**config.mk**
```make
export PLATFORM = sky130hd
export DESIGN_NAME = sc_jug_move_ctrl
export DESIGN_NICKNAME = d
export VERILOG_FILES = /design/src/rtl/sc_jug_pkg.sv /design/src/rtl/sc_btn_debounce.sv /design/src/rtl/sc_jug_move_ctrl.sv
export SDC_FILE = /design/constraint.sdc
export NUM_CORES = 1
export LEC_CHECK = 0
export ABC_AREA = 0
export CAP_MARGIN = 0
export CORE_ASPECT_RATIO = 0.6
export CORE_MARGIN = 8
export CORE_UTILIZATION = 50
export CTS_CLUSTER_DIAMETER = 60
export DETAILED_ROUTE_END_ITERATION = 8
export PLACE_DENSITY_LB_ADDON = 0.3
export SKIP_LAST_GASP = 1
export SYNTH_ARGS = -nofsm -noshare
export SYNTH_HDL_FRONTEND = slang
export SYNTH_SLANG_ARGS = --single-unit
```
**constraint.sdc**
```tcl
create_clock -name SC_JugMove_CLOCK_50 -period 3.2 [get_ports SC_JugMove_CLOCK_50]
set_clock_uncertainty 0.2 [all_clocks]
set_input_delay 0.64 -clock SC_JugMove_CLOCK_50 [delete_from_list [all_inputs] [get_ports SC_JugMove_CLOCK_50]]
set_output_delay 0.64 -clock SC_JugMove_CLOCK_50 [all_outputs]
set_load 0.1 [all_outputs]
```
**src/rtl/sc_jug_pkg.sv**
```systemverilog
// Shared definitions for the jug movement control path: shift codes understood
// by the player position register, FSM state encoding and direction decode.
package sc_jug_pkg;

    // Shift-selection codes consumed by the player register
    localparam logic [1:0] SHIFT_NONE  = 2'b00;
    localparam logic [1:0] SHIFT_LEFT  = 2'b01;
    localparam logic [1:0] SHIFT_RIGHT = 2'b10;

    // Per-direction press / auto-repeat FSM states
    typedef enum logic [1:0] {
        ST_IDLE   = 2'b00,
        ST_WAIT   = 2'b01,
        ST_REPEAT = 2'b10
    } move_state_e;

    // Both buttons or neither cancel each other out, so 11 can never appear
    function automatic logic [1:0] dir_code(input logic left_pressed,
                                            input logic right_pressed);
        logic [1:0] code;
        code = SHIFT_NONE;
        if (left_pressed && !right_pressed) begin
            code = SHIFT_LEFT;
        end else if (right_pressed && !left_pressed) begin
            code = SHIFT_RIGHT;
        end
        return code;
    endfunction

endpackage

```
**src/rtl/sc_btn_debounce.sv**
```systemverilog
// Two-flop synchroniser plus level debouncer for one active-low pushbutton.
// The debounced level only follows the synchronised level after it has
// differed continuously for DEBOUNCE_CYCLES clocks.
module sc_btn_debounce
    import sc_jug_pkg::*;
#(
    parameter int unsigned DEBOUNCE_CYCLES = 1000000,
    parameter int unsigned CNT_WIDTH       = 25
) (
    input  logic clk_i,
    input  logic rst_ni,
    input  logic btn_n_i,
    output logic pressed_o
);

    localparam logic [CNT_WIDTH-1:0] DEB_LIMIT = CNT_WIDTH'(DEBOUNCE_CYCLES);

    logic                 sync1_q;
    logic                 sync2_q;
    logic                 level_n_q;
    logic [CNT_WIDTH-1:0] cnt_q;

    // Synchronise the raw pin and accept a new level once it has been stable long enough
    always_ff @(posedge clk_i) begin
        // NOTE: reset is sampled on the clock edge, so it sits inside the clocked branch, not in the sensitivity list.
        if (!rst_ni) begin
            sync1_q   <= 1'b1;
            sync2_q   <= 1'b1;
            level_n_q <= 1'b1;
            cnt_q     <= '0;
        end else begin
            // NOTE: non-blocking assignments make sync2_q take the old sync1_q, giving two real flops.
            sync1_q <= btn_n_i;
            sync2_q <= sync1_q;
            if (sync2_q == level_n_q) begin
                cnt_q <= '0;
            end else if (cnt_q == DEB_LIMIT) begin
                level_n_q <= sync2_q;
                cnt_q     <= '0;
            end else begin
                cnt_q <= cnt_q + 1'b1;
            end
        end
    end

    assign pressed_o = ~level_n_q;

endmodule

```
**src/rtl/sc_jug_move_ctrl.sv**
```systemverilog
// Turns the left/right pushbuttons into single-cycle shift pulses for the
// player position register: one pulse per press, then auto-repeat pulses
// after REPEAT_DELAY and every REPEAT_PERIOD while the button stays held.
module sc_jug_move_ctrl
    import sc_jug_pkg::*;
#(
    parameter int unsigned DEBOUNCE_CYCLES = 1000000,
    parameter int unsigned REPEAT_DELAY    = 20000000,
    parameter int unsigned REPEAT_PERIOD   = 7500000,
    parameter int unsigned CNT_WIDTH       = 25
) (
    input  logic       SC_JugMove_CLOCK_50,
    input  logic       SC_JugMove_RESET_InLow,
    input  logic       SC_JugMove_left_InLow,
    input  logic       SC_JugMove_right_InLow,
    input  logic       SC_JugMove_enable_InHigh,
    output logic [1:0] SC_JugMove_shiftselection_Out,
    output logic       SC_JugMove_held_Out
);

    // Timer reload values: the timer counts down to zero inclusive
    localparam logic [CNT_WIDTH-1:0] DELAY_RELOAD  = CNT_WIDTH'(REPEAT_DELAY - 1);
    localparam logic [CNT_WIDTH-1:0] PERIOD_RELOAD = CNT_WIDTH'(REPEAT_PERIOD - 1);

    logic                 left_pressed;
    logic                 right_pressed;
    logic [1:0]           dir;

    move_state_e          state_q;
    logic [1:0]           latched_q;
    logic [1:0]           shift_q;
    logic                 held_q;
    logic [CNT_WIDTH-1:0] timer_q;

    sc_btn_debounce #(
        .DEBOUNCE_CYCLES(DEBOUNCE_CYCLES),
        .CNT_WIDTH      (CNT_WIDTH)
    ) u_left_deb (
        .clk_i    (SC_JugMove_CLOCK_50),
        .rst_ni   (SC_JugMove_RESET_InLow),
        .btn_n_i  (SC_JugMove_left_InLow),
        .pressed_o(left_pressed)
    );

    sc_btn_debounce #(
        .DEBOUNCE_CYCLES(DEBOUNCE_CYCLES),
        .CNT_WIDTH      (CNT_WIDTH)
    ) u_right_deb (
        .clk_i    (SC_JugMove_CLOCK_50),
        .rst_ni   (SC_JugMove_RESET_InLow),
        .btn_n_i  (SC_JugMove_right_InLow),
        .pressed_o(right_pressed)
    );

    assign dir = dir_code(left_pressed, right_pressed);

    // Press / auto-repeat FSM with registered pulse and held outputs
    always_ff @(posedge SC_JugMove_CLOCK_50) begin
        if (!SC_JugMove_RESET_InLow) begin
            state_q   <= ST_IDLE;
            latched_q <= SHIFT_NONE;
            timer_q   <= '0;
            shift_q   <= SHIFT_NONE;
            held_q    <= 1'b0;
        end else begin
            // Pulses last one cycle; every branch that does not pulse leaves 00
            shift_q <= SHIFT_NONE;
            held_q  <= (state_q != ST_IDLE);
            case (state_q)
                ST_IDLE: begin
                    if (dir != SHIFT_NONE && SC_JugMove_enable_InHigh) begin
                        shift_q   <= dir;
                        latched_q <= dir;
                        timer_q   <= DELAY_RELOAD;
                        state_q   <= ST_WAIT;
                    end
                end
                ST_WAIT, ST_REPEAT: begin
                    // A direction change or pause drops back; a new direction fires from IDLE
                    if (dir != latched_q || !SC_JugMove_enable_InHigh) begin
                        state_q <= ST_IDLE;
                    end else if (timer_q == '0) begin
                        shift_q <= latched_q;
                        timer_q <= PERIOD_RELOAD;
                        state_q <= ST_REPEAT;
                    end else begin
                        timer_q <= timer_q - 1'b1;
                    end
                end
                default: begin
                    state_q <= ST_IDLE;
                end
            endcase
        end
    end

    assign SC_JugMove_shiftselection_Out = shift_q;
    assign SC_JugMove_held_Out           = held_q;

endmodule
```
==> impl_metrics.tcl, run 1 <==
set metrics [dict create \
    setup_viol 0 \
    path_clk_slew_ns 0.07 \
    outcome "finished clean" \
    syn_area_per_cell_um2 8.70 \
    ys.flop_type "dfxtp_1" \
    yosysSeqAreaShare 0.406 \
    power.share.clock 0.495 \
    syn2layout_area_growth_pct 11.5 \
    netlist_instances 499 \
    rsz0062_at_grt "no" \
    dp_cells 610 \
    multi_input_comb_area_mm2 0.00241 \
    cts_hold_buffers 0 \
    r2r_slack_ns 0.52 \
    dieArea_mm2 0.0120 \
    drt.antenna.violating_nets 0 \
    swShare 0.211 \
    routed_wl_um 9930 \
    fin_ws_ns 0.523 \
    drv_slew 0 \
    synthTopCellsByArea "dfxtp_1, nor2_1, xnor2_1" \
    hold_ws_ns 0.212 \
    ff_latch_area_mm2 0.00176 \
    clock_sinks 88 \
    drt_iter0_markers 357 \
    fin_util 0.572 \
    vdd_drop_max_mv 0.283 \
    die_x_um 136 \
    synth_top_cell_by_area "dfxtp_1" \
    fillerInstances 755 \
    num_rows 26 \
    maxSlewHeadroom 0.432 \
    cp.required_ns 3.22 \
    finalInstanceArea_mm2 0.00484 \
    synthDistinctLibCells 64 \
    layout.nets 523 \
    placed_area_mm2 0.00452 \
    layout_common_cells "dfxtp_1, nor2_1, nand2_1" \
    startpoint "state_q[0]" \
    comb_power_share 0.021 \
    synth.top_cell.area_share 0.406 \
    p_total_mw 2.28 \
    finalNonFillerCells 626 \
    hold_start "u_right_deb.sync1_q" \
    startpoint_type "flip-flop" \
    final_common_cell "dfxtp_1" \
    finalCritPeriodShare 0.837 \
    fin_crit_ns 2.68 \
    h-tree-depth 3 \
    cts_setup_buffers 0 \
    grt-ovfl-total 0 \
    track_usage 0.177 \
    via_count 3665 \
    root_buffer "clkbuf_16" \
    clk_latency_ns 0.34 \
    wl_per_cell_um 15.9 \
    worstSetupPathType "flip-flop to flip-flop" \
    tightest_slew_ns 0.852 \
    crit_arrival_ns 2.70 \
    yosysWarnings 0 \
    drv_cap 0 \
    hold_path_class "flip-flop to flip-flop" \
    cts_tree "yes" \
    port_buffers 7 \
    hold_viol 0 \
    async_flop_share 0 \
    p_int_mw 1.80 \
    dr.pass1.iters 5 \
    cts_max_path_buffers 2 \
    antenna_found_initial 0 \
    via_per_inst 5.85 \
    route.detailed.drc 0 \
    clock.fmax_ghz 0.374 \
    ios 8 \
    die-height_um 88.2 \
    synth_area_mm2 0.00434 \
    grt_pass1_vias 3356 \
    p_sw_uw 481 \
    r2r_start "state_q[0]" \
    routabilityCongestion 0.945 \
    drive_above_1_share 0.105 \
    diodes 0 \
    finalSetupTns_ns 0 \
    p_per_area_mw_per_mm2 471 \
    power_leakage_nw 1.66 \
    cts_resized 0 \
    syn_nets 513 \
    p_seq_frac 0.483 \
    start_util 0.513 \
    grt_max_degree 26 \
    ys_ff_latch 88 \
    core_mm2 0.00846 \
    dp_slack_ns 0.256 \
    cts_made_buffers 9 \
    dp_hpwl_um 7110 \
    synth_edf_count 0 \
    grt_pass1_wl_um 16800 \
    cp_max_fo 13 \
    cp-end-kind "flip-flop" \
]
[worst paths after layout]
| path | cells after the start | endpoint |
|---|---|---|
| worst max-delay path | 8 | timer_q[24] |
| worst min-delay path | 1 | u_right_deb.sync2_q |
| worst max register to register | 8 | timer_q[24] |
| worst min register to register | 1 | u_right_deb.sync2_q |
[logic make-up after synthesis]
kind of cell    after synthesis  share of synthesized area
simple gates                244                      0.311
flops                        88                      0.406
compound gates               69                      0.116
xor+xnor                     50                      0.101
buf+inv                      38                     0.0389
fa+ha+maj                     9                     0.0259
mux                           1                    0.00231
[critical path: stages, from the launching register on]
cell,delay (ns)
dfxtp_1,0.36
inv_1,0.06
ha_1,0.32
buf_4,0.19
inv_1,0.17
nand3_1,0.22
and2_1,0.40
o41ai_1,0.51
a21oi_1,0.12
[flip-flops by register name, indices dropped and copies added, names as in the netlist]
signal	cells
u_left_deb.cnt_q	25
SC_JugMove_shiftselection_Out	2
u_right_deb.sync2_q	1
u_right_deb.sync1_q	1
u_right_deb.cnt_q	25
timer_q	25
state_q	2
u_left_deb.sync1_q	1
u_left_deb.sync2_q	1
latched_q	2
SC_JugMove_held_Out	1
u_right_deb.level_n_q	1
u_left_deb.level_n_q	1
[cells in the mapped netlist (6+ instances only)]
cell	number
buf_2	6
nor3_1	18
xnor2_1	28
a21oi_1	9
o21ai_0	11
xor2_1	22
and3_1	8
nand2_1	36
nand2b_1	6
nor2_1	75
nor4_1	12
and4_1	8
ha_1	9
inv_1	22
nand4_1	13
a31oi_1	7
a211oi_1	7
dfxtp_1	88
nand3_1	30
[power groups by stage]
stage                     registers (mW)  clock network [mW]  logic [mW]
after floorplan                     1.13                   0      0.0292
after global placement              1.13                   0      0.0478
after detailed placement            1.13                   0      0.0480
after CTS                           1.10                1.15      0.0484
after global routing                1.10                1.20      0.0530
final                               1.10                1.13      0.0486
[layer usage]
metal  track usage  routed length, µm  part of all wire
met1         0.254               5010              0.50
met2         0.244               3940              0.40
met3        0.0544                866             0.087
met4        0.0535                116             0.012
met5             0                  0                 0
[layout make-up]
type | count | share of cell area
Clock buffer | 9 | 0.0465
Clock inverter | 7 | 0.0199
Inverter | 22 | 0.0171
Multi-Input combinational cell | 373 | 0.498
Sequential cell | 88 | 0.364
Tap cell | 112 | 0.0290
Timing Repair Buffer | 15 | 0.0253
No activity file was read; power rests on OpenSTA's default activity.
==> run 2: changes to the inputs <==
- clock period: 3.2 -> 2.6 ns (I/O delays scaled with it)
==> impl_metrics.tcl, run 2 (synthesis results as in run 1) <==
set metrics [dict create \
    finalInstanceArea_mm2 0.00496 \
    fillerInstances 763 \
    root_buffer "clkbuf_16" \
    layout.nets 539 \
    grt_pass1_wl_um 17000 \
    port_buffers 7 \
    multi_input_comb_area_mm2 0.00242 \
    antenna_found_initial 0 \
    reg_top3 "timer_q (25), u_left_deb.cnt_q (25), u_right_deb.cnt_q (25)" \
    dr.pass1.iters 5 \
    layout_common_cells "dfxtp_1, nor2_1, nand2_1" \
    cp_slowest_cell "nor3_2" \
    fin_ws_ns 0.173 \
    p_per_area_mw_per_mm2 556 \
    grt_pass1_vias 3431 \
    cts_hold_buffers 0 \
    track_usage 0.178 \
    diodes 0 \
    cp.required_ns 2.63 \
    fin_crit_ns 2.43 \
    worstSetupPathType "flip-flop to flip-flop" \
    cts_tree "yes" \
    routabilityCongestion 0.959 \
    critPathBufInv 1 \
    clk_latency_ns 0.34 \
    num_rows 26 \
    final_common_cell "dfxtp_1" \
    core_mm2 0.00846 \
    drv_cap 0 \
    clock_sinks 88 \
    cts_max_path_buffers 2 \
    die-height_um 88.2 \
    syn2layout_area_growth_pct 14.1 \
    wl_per_cell_um 15.9 \
    via_per_inst 5.82 \
    route.detailed.drc 0 \
    start_util 0.513 \
    cp-end-kind "flip-flop" \
    dp_slack_ns -0.141 \
    drive_above_1_share 0.132 \
    via_count 3733 \
    cts_made_buffers 9 \
    drt.antenna.violating_nets 0 \
    hold_viol 0 \
    placed_area_mm2 0.00462 \
    grt_max_degree 26 \
    drv_slew 0 \
    rsz0062_at_grt "no" \
    finalCritPeriodShare 0.933 \
    h-tree-depth 3 \
    setup_viol 0 \
    finalSetupTns_ns 0 \
    tightest_slew_ns 0.628 \
    ios 8 \
    die_x_um 136 \
    path_clk_slew_ns 0.06 \
    ff_latch_area_mm2 0.00176 \
    path_cells "inv_1 > ha_1 > nor3b_4 > nand4_4 > nor3_2 > o21ai_0 > a32o_1" \
    grt-ovfl-total 0 \
    dp_hpwl_um 7330 \
    routed_wl_um 10200 \
    power_leakage_nw 1.74 \
    crit_arrival_ns 2.45 \
    drt_iter0_markers 350 \
    outcome "finished clean" \
    vdd_drop_max_mv 0.374 \
    cp_max_fo 9 \
    dieArea_mm2 0.0120 \
    hold_path_class "flip-flop to flip-flop" \
    clock.fmax_ghz 0.412 \
    critPathTopFamily "simple AND/OR/NAND/NOR gates" \
    maxSlewHeadroom 0.578 \
    slowest_delay_ns 0.46 \
    startpoint_type "flip-flop" \
]
[run 2: where the power goes]
group          switching [mW]  total, mW  internal (mW)
registers             0.00421       1.36           1.35
logic                  0.0412     0.0639         0.0228
clock network           0.514       1.33          0.818
total                   0.559       2.75           2.19
[run 2: through the flow]
step	total power [mW]	instances	hold WS [ns]	utilization
floorplan	1.43	499	0.186	-
global placement	1.45	623	0.247	0.546
detailed placement	1.45	623	0.244	0.546
CTS	2.78	638	0.262	0.582
global route	2.83	641	0.280	0.586
finish	2.75	641	0.250	0.586
[run 2: final cells by class]
type                    instances  share of cell area
inverters                      22              0.0167
repair buffers                 31              0.0490
well taps                     112              0.0283
multi-input cells             373               0.489
clock buffers                  13              0.0545
clock inverters                 2             0.00757
flip-flops and latches         88               0.355
[run 2: layer usage]
metal / global-route usage / up-vias / part of all wire
met1: 0.252 / 1761 / 0.51
met2: 0.242 / 130 / 0.40
li1: - / 1829 / -
met5: 0 / - / 0
met3: 0.0710 / 13 / 0.084
met4: 0.0416 / 0 / 0.0095
[run 2: what timing repair did]
action                     CTS  global route
setup endpoints to repair    0             8
buffers inserted             0             3
resized for setup            0             2
[run 2: worst reg2reg max path, delay by kind of cell, from the launching register on]
kind            cells  cell delay (ns)
flops               1             0.34
fa+ha+maj           1             0.24
compound gates      2             0.41
simple gates        3             1.02
buf+inv             1             0.11
[run 2: final timing paths]
kind	from	to	slack (ns)	cells past startpoint
max	timer_q[0]	timer_q[5]	0.17	7
min	u_left_deb.sync1_q	u_left_deb.sync2_q	0.25	1
max reg2reg	timer_q[0]	timer_q[5]	0.17	7
min reg2reg	u_left_deb.sync1_q	u_left_deb.sync2_q	0.25	1
==> run 3: changes to the inputs <==
- CORE_ASPECT_RATIO: 0.6 -> 0.9
==> impl_metrics.tcl, run 3 (synthesis results as in run 1) <==
set metrics [dict create \
    dieArea_mm2 0.0119 \
    cts_setup_buffers 0 \
    wl_per_cell_um 14.1 \
    port_buffers 7 \
    critPathTopFamily "simple AND/OR/NAND/NOR gates" \
    top_usage_layer "met2" \
    start_util 0.511 \
    vdd_drop_max_mv 0.359 \
    dp_hpwl_um 6390 \
    ios 8 \
    layout_common_cells "dfxtp_1, nor2_1, nand2_1" \
    syn2layout_area_growth_pct 10.3 \
    grt-ovfl-total 0 \
    cts_resized 0 \
    path_clk_slew_ns 0.09 \
    reg_top3 "timer_q (25), u_left_deb.cnt_q (25), u_right_deb.cnt_q (25)" \
    clock.fmax_ghz 0.433 \
    fin_crit_ns 2.31 \
    routabilityCongestion 0.860 \
    cp.depth 7 \
    clock_sinks 88 \
    dr.pass1.iters 5 \
    worstSetupPathType "flip-flop to flip-flop" \
    hold_path_class "flip-flop to flip-flop" \
    finalSetupTns_ns 0 \
    crit_arrival_ns 2.35 \
    die_x_um 114 \
    cts_max_path_buffers 2 \
    r2r_slack_ns 0.29 \
    cp-end-kind "flip-flop" \
    cts_made_buffers 9 \
    p_per_area_mw_per_mm2 478 \
    path_cells "inv_1 > ha_1 > nor2b_1 > nand3_1 > and2_1 > o41ai_1 > a21oi_1" \
    tightest_slew_ns 0.621 \
    grt_use_met2 0.233 \
    hold_depth 1 \
    drv_cap 0 \
    track_usage 0.160 \
    root_buffer "clkbuf_8" \
    maxSlewHeadroom 0.583 \
    setup_viol 0 \
    final_common_cell "dfxtp_1" \
    grt_pass1_vias 3288 \
    cp_slowest_cell "o41ai_1" \
    outcome "finished clean" \
    r2r_cells 7 \
    rsz0062_at_grt "no" \
    route.detailed.drc 0 \
    grt_pass1_wl_um 15800 \
    critPathBufInv 1 \
    via_count 3580 \
    drt.antenna.violating_nets 0 \
    power_leakage_nw 1.65 \
    drive_above_1_share 0.124 \
    drv_slew 0 \
    hold_viol 0 \
    core_mm2 0.00849 \
    cts_hold_buffers 0 \
    finalCritPeriodShare 0.888 \
    use_met1 0.223 \
    via_per_inst 5.56 \
    drt_iter0_markers 282 \
    cp.required_ns 2.64 \
    slowest_delay_ns 0.39 \
    routed_wl_um 9060 \
    fillerInstances 779 \
    cts_tree "yes" \
    grt_util_met3 0.0429 \
    layout.nets 534 \
    die-height_um 104 \
    cp_max_fo 5 \
    h-tree-depth 3 \
    hold_ws_ns 0.219 \
    num_rows 32 \
    antenna_found_initial 0 \
    startpoint_type "flip-flop" \
    grt_max_degree 26 \
    diodes 0 \
    clk_latency_ns 0.36 \
]
## run 3: cell types whose count changed in the layout (fill, tap and decap cells not counted), sizes merged
cell and change:
buf -5, clkbuf -4, clkinv +3, bufinv -1, clkinvlp +1, inv +2
## run 3: worst paths after layout
kind / start / end
max: u_left_deb.level_n_q / timer_q[24]
min: u_left_deb.sync1_q / u_left_deb.sync2_q
max reg2reg: u_left_deb.level_n_q / timer_q[24]
min reg2reg: u_left_deb.sync1_q / u_left_deb.sync2_q
## run 3: cell type report
class                           count  area [µm²]  share of cell area
Clock buffer                        9         124              0.0259
Sequential cell                    88        1760               0.368
Clock inverter                      7        55.1              0.0115
Inverter                           22        82.6              0.0172
Tap cell                          119         149              0.0311
Timing Repair Buffer               26         205              0.0429
Multi-Input combinational cell    373        2410               0.504
## run 3: power by group
| part | internal (mW) | leakage (nW) | switching (mW) |
|---|---|---|---|
| Combinational | 0.0218 | 0.856 | 0.0399 |
| Clock | 0.355 | 0.0862 | 0.516 |
| Sequential | 1.35 | 0.710 | 0.00329 |
| Total | 1.73 | 1.65 | 0.560 |
## run 3: through the flow
stage / power (mW) / util / cell area, µm² / worst slack (ns) / instances
floorplan: 1.43 / - / 4340 / 0.471 / 499
global placement: 1.45 / 0.543 / 4610 / 0.0609 / 628
detailed placement: 1.45 / 0.543 / 4610 / -0.000429 / 628
CTS: 2.31 / 0.564 / 4790 / 0.306 / 644
global route: 2.37 / 0.564 / 4790 / 0.106 / 644
finish: 2.29 / 0.564 / 4790 / 0.292 / 644
## run 3: worst reg2reg max path: stages (launching register included)
cell	delay (ns)
dfxtp_1	0.38
inv_1	0.08
ha_1	0.30
nor2b_1	0.23
nand3_1	0.22
and2_1	0.29
o41ai_1	0.39
a21oi_1	0.12
## run 3: layer usage
| metal | wire (µm) | share of wire | up-vias |
|---|---|---|---|
| li1 | - | - | 1817 |
| met1 | 4520 | 0.50 | 1667 |
| met2 | 3910 | 0.43 | 86 |
| met3 | 530 | 0.058 | 10 |
| met4 | 99 | 0.011 | 0 |
| met5 | 0 | 0 | - |
